`config.mk`:
```
export PLATFORM = sky130hd
export DESIGN_NAME = btn_cmd_arbiter
export DESIGN_NICKNAME = d
export VERILOG_FILES = /design/src/rtl/btn_cmd_arbiter.sv
export SDC_FILE = /design/constraint.sdc
export NUM_CORES = 1
export LEC_CHECK = 0
export ABC_AREA = 0
export BUFFER_PORTS_ARGS = -buffer_cell sky130_fd_sc_hd__buf_4
export CAP_MARGIN = 10
export CELL_PAD_IN_SITES_DETAIL_PLACEMENT = 1
export CELL_PAD_IN_SITES_GLOBAL_PLACEMENT = 2
export CORE_ASPECT_RATIO = 0.6
export CORE_UTILIZATION = 33
export CTS_BUF_LIST = sky130_fd_sc_hd__clkbuf_2
export DETAILED_ROUTE_END_ITERATION = 16
export PLACE_DENSITY_LB_ADDON = 0.08
export SLEW_MARGIN = 20
export SYNTH_ARGS = -nofsm -noshare
export SYNTH_HDL_FRONTEND = slang
export SYNTH_SLANG_ARGS = --single-unit
```
`constraint.sdc`:
```
create_clock -name clk -period 1.2 [get_ports clk]
set_input_delay 0.18 -clock clk [delete_from_list [all_inputs] [get_ports clk]]
set_output_delay 0.18 -clock clk [all_outputs]
set_load 0.05 [all_outputs]
```
`src/rtl/btn_cmd_arbiter.sv`:
```
// Synchronises N_REQ button inputs, latches rising edges as pending requests and grants them
// round-robin to one shared command port. Defining BTN_CMD_ARB_TIMEOUT_EN adds a BUSY-state timeout.
module btn_cmd_arbiter #(
  parameter int N_REQ          = 4,
  parameter int TIMEOUT_CYCLES = 1024
) (
  input  logic                     clk,
  input  logic                     rst,
  input  logic [N_REQ-1:0]         din,
  output logic                     cmd_valid,
  output logic [$clog2(N_REQ)-1:0] cmd_id,
  input  logic                     cmd_ready,
  input  logic                     cmd_done,
  output logic                     busy,
  output logic [N_REQ-1:0]         pending,
  output logic [N_REQ-1:0]         drop,
  output logic                     timeout_err
);
  localparam int IW = $clog2(N_REQ);

  localparam logic [1:0] S_IDLE  = 2'd0;
  localparam logic [1:0] S_OFFER = 2'd1;
  localparam logic [1:0] S_BUSY  = 2'd2;

  if (N_REQ < 2 || N_REQ > 8 || TIMEOUT_CYCLES < 2 || TIMEOUT_CYCLES > 65535) begin : g_param_check
    $error("btn_cmd_arbiter: parameter out of range");
  end

  logic [1:0]       state;
  logic [N_REQ-1:0] s1, s2, s3;
  logic [N_REQ-1:0] rise;
  logic [N_REQ-1:0] clr;
  logic [IW-1:0]    rr_ptr;
  logic [IW-1:0]    winner;
  logic [IW-1:0]    hi_idx, lo_idx;
  logic             hi_found;
  logic             accept;
  logic             finish;

  always_ff @(posedge clk or posedge rst) begin
    if (rst) begin
      s1 <= '0;
      s2 <= '0;
      s3 <= '0;
    end else begin
      s1 <= din;
      s2 <= s1;
      s3 <= s2;
    end
  end

  assign rise   = s2 & ~s3;
  assign accept = (state == S_OFFER) && cmd_ready;

  always_comb begin
    clr = '0;
    if (accept) clr[cmd_id] = 1'b1;
  end

  // Lowest pending index at/above rr_ptr, otherwise lowest pending index overall (wrap).
  always_comb begin
    hi_idx   = '0;
    lo_idx   = '0;
    hi_found = 1'b0;
    for (int j = N_REQ - 1; j >= 0; j--) begin
      if (pending[j]) begin
        lo_idx = IW'(j);
        if (j >= int'(rr_ptr)) begin
          hi_idx   = IW'(j);
          hi_found = 1'b1;
        end
      end
    end
    winner = hi_found ? hi_idx : lo_idx;
  end

  // A new edge on the channel being cleared re-arms it instead of counting as a drop.
  always_ff @(posedge clk or posedge rst) begin
    if (rst) begin
      pending <= '0;
      drop    <= '0;
    end else begin
      pending <= (pending & ~clr) | rise;
      drop    <= drop | (rise & pending & ~clr);
    end
  end

  always_ff @(posedge clk or posedge rst) begin
    if (rst) begin
      state  <= S_IDLE;
      cmd_id <= '0;
      rr_ptr <= '0;
    end else begin
      case (state)
        S_IDLE: begin
          if (|pending) begin
            state  <= S_OFFER;
            cmd_id <= winner;
          end
        end
        S_OFFER: begin
          if (cmd_ready) begin
            state  <= S_BUSY;
            rr_ptr <= (int'(cmd_id) == N_REQ - 1) ? '0 : cmd_id + 1'b1;
          end
        end
        S_BUSY: begin
          if (finish) state <= S_IDLE;
        end
        default: state <= S_IDLE;
      endcase
    end
  end

  assign cmd_valid = (state == S_OFFER);
  assign busy      = (state == S_BUSY);

`ifdef BTN_CMD_ARB_TIMEOUT_EN
  logic [15:0] to_cnt;
  logic        expire;

  // cmd_done on the expiry cycle wins: completion, no error.
  assign expire = (state == S_BUSY) && !cmd_done && (to_cnt == 16'(TIMEOUT_CYCLES - 1));
  assign finish = cmd_done || expire;

  always_ff @(posedge clk or posedge rst) begin
    if (rst) begin
      to_cnt      <= '0;
      timeout_err <= 1'b0;
    end else begin
      timeout_err <= expire;
      if (accept)
        to_cnt <= '0;
      else if (state == S_BUSY)
        to_cnt <= to_cnt + 16'd1;
    end
  end
`else
  assign finish      = cmd_done;
  assign timeout_err = 1'b0;
`endif

endmodule

```
==> impl_metrics.ini <==
[critical_path]
cp_data_required_time_ns = 1.02
critPathMaxFanout = 4
worst-r2r-setup-slack_ns = -0.21
r2r_start = state[0]$_DFFE_PP0P_
cp-startpoint = state[0]$_DFFE_PP0P_
r2r_end = rr_ptr[1]$_DFFE_PP0P_
worstRegToRegCells = 5
critPathCaptureType = primary output
worst-setup-path-type = register to primary output
worstPathArrival_ns = 1.25
crit_end = busy
cp-start-kind = register

[grt]
grt-busiest-layer = met2
grtUsageMet2_pct = 28.1
grt_usage_pct = 17.5
antenna_found_initial = 0
grt_pass1_wl_mm = 4.13
grt_max_degree = 27
use_met1_pct = 23.9
use_met3_pct = 5.36
grt.overflow.total = 0
grt_pass1_vias = 811

[logic_synthesis]
ys.flop_type = dfrtp_1
yosysWarnings = 0
synth_cell_types = 23
synth_area_leader_cell = dfrtp_1
yosys-top-cells-area = dfrtp_1, ha_1, nand2b_1
ys_ff_latch = 26
ys_async_sr_fraction_pct = 100
synth-edff-count = 0
syn_avg_cell_area_um2 = 12.4
synth_top_area_share_pct = 64.2
ys_seq_area_share_pct = 64.2
synthCells = 82
syn_nets = 94
netlist_area_um2 = 1010

[run_status]
failed_checks = negative setup slack
status = finished, violations left

[floorplan]
fp.dieH_um = 44.9
fp.dieW_um = 73.5
rows = 15
initial_core_util_pct = 35.1
ios = 21
dieArea_um2 = 3300
core_um2 = 2890

[timing]
drv_slew = 0
fin_crit_sh_pct = 119
finalSetupTns_ns = -2.31
worst_slack_ns = -0.231
setup_viol = 21
fin_skew_ns = 0.00745
rsz0062_at_grt = yes
fmax_mhz = 699
timing.final.hold_violations = 0
fin_crit_ns = 1.43

[pwr]
p_per_area_nw_per_um2 = 2620
irDropWorstVdd_v = 0.00107
p_leak_nw = 0.787

[placement]
gp_congestion = 0.800
port_buffers = 19
hpwl_mm = 1.48

[drt]
viasPerCell = 4.64
vias = 821
final_antenna_net_count = 0
drtPass1Iterations = 4
drt-total-wl_mm = 2.79
wl_per_cell_um = 15.8
dr.first_iter.drc_count = 10
remaining_drc_errors = 0

[clock_tree]
cts.sinks = 26
htree_levels = 1
clk_path_buf_depth = 2
clk_latency_ns = 0.36
clkTransAtPathRegs_ns = 0.24
cts_tree = built
cts_inserted_buffers = 3
clockRootBuffer = clkbuf_2

[finish]
syn_to_final_growth_pct = 72.1
post-route-util_pct = 60.3
final_common_cell = buf_4
nets = 148
multi_input_area_um2 = 463
seq_area_um2 = 659
drive_gt1_share_pct = 56.3
fillCellCount = 285
final_cell_mix = buf_4, dfrtp_1, buf_6
diodes = 0

[worst_hold_path]
holdCritStartpoint = s1[0]$_DFF_PP0_
min_path_type = register to register

[run]
maxCapViolations = 0
## final cells by class
type	instances	share of cell area [%]
Timing Repair Buffer	50	27.9
Clock buffer	3	0.861
Sequential cell	26	37.8
Inverter	10	2.15
Tap cell	42	3.01
Clock inverter	1	1.72
Multi-Input combinational cell	45	26.5
## logic make-up after synthesis
group,after synthesis,share of synthesized area [%]
and+or+nand+nor,18,10.7
buffers and inverters,11,4.45
muxes,3,3.21
DFF,26,64.2
adders and majority gates,4,4.94
AOI/OAI and AO/OA,19,12.1
other,1,0.370
## flip-flops by register name, summed over array words and instances (netlist names)
name	flops
pending	4
cmd_id	2
drop	4
s2	4
rr_ptr	2
state	2
s3	4
s1	4
## per-layer routing
metal | routed length (µm) | vias up
li1 | - | 384
met1 | 1270 | 414
met2 | 1410 | 18
met3 | 86 | 5
met4 | 19 | 0
met5 | 0 | -
## stage by stage
step	hold WS (ns)	instance area (µm²)	setup slack [ns]	cells	total power, mW
final	0.383	1740	-0.231	177	4.58
after global routing	0.357	1740	-0.300	177	4.82
after CTS	0.373	1590	-0.230	172	4.01
after detailed placement	0.261	1280	-0.0416	150	2.84
after global placement	0.257	1280	-0.0309	150	2.80
after floorplan	0.211	1040	-0.0982	82	2.25
## critical path: stages (launching register included)
cell	delay (ns)
dfrtp_2	0.49
nand2b_1	0.17
inv_1	0.08
buf_6	0.15
## worst min path at each step
| stage | to | slack (ns) | cells past startpoint |
|---|---|---|---|
| final | s2[0]$_DFF_PP0_ | 0.38 | 0 |
| after global placement | s1[3]$_DFF_PP0_ | 0.26 | 3 |
| after CTS | s1[3]$_DFF_PP0_ | 0.37 | 4 |
| after global routing | s3[3]$_DFF_PP0_ | 0.36 | 4 |
| after detailed placement | s1[3]$_DFF_PP0_ | 0.26 | 3 |
| after floorplan | s1[0]$_DFF_PP0_ | 0.21 | 0 |
## what timing repair did
action,4_1_cts,5_1_grt
buffers inserted,11,6
gates cloned,0,0
resized for setup,30,26
pin swaps,3,3
hold endpoints to repair,32,0
hold buffers,7,0
setup endpoints to repair,21,25
## Yosys cell counts, types with 2 or more instances
cell and number:
o31ai_1 3, ha_1 4, nand2b_1 7, mux2_2 2
nand2_1 5, o21ai_0 6, o21bai_1 4, dfrtp_1 26
a21oi_1 2, inv_1 10
## report_power, final
part           internal (mW)  switching, mW  leakage (nW)
clock network          0.287          0.262        0.0266
registers               1.08          0.285         0.281
logic                   1.29           1.38         0.480
total                   2.65           1.93         0.787
Power figures use the tool's default switching activity.
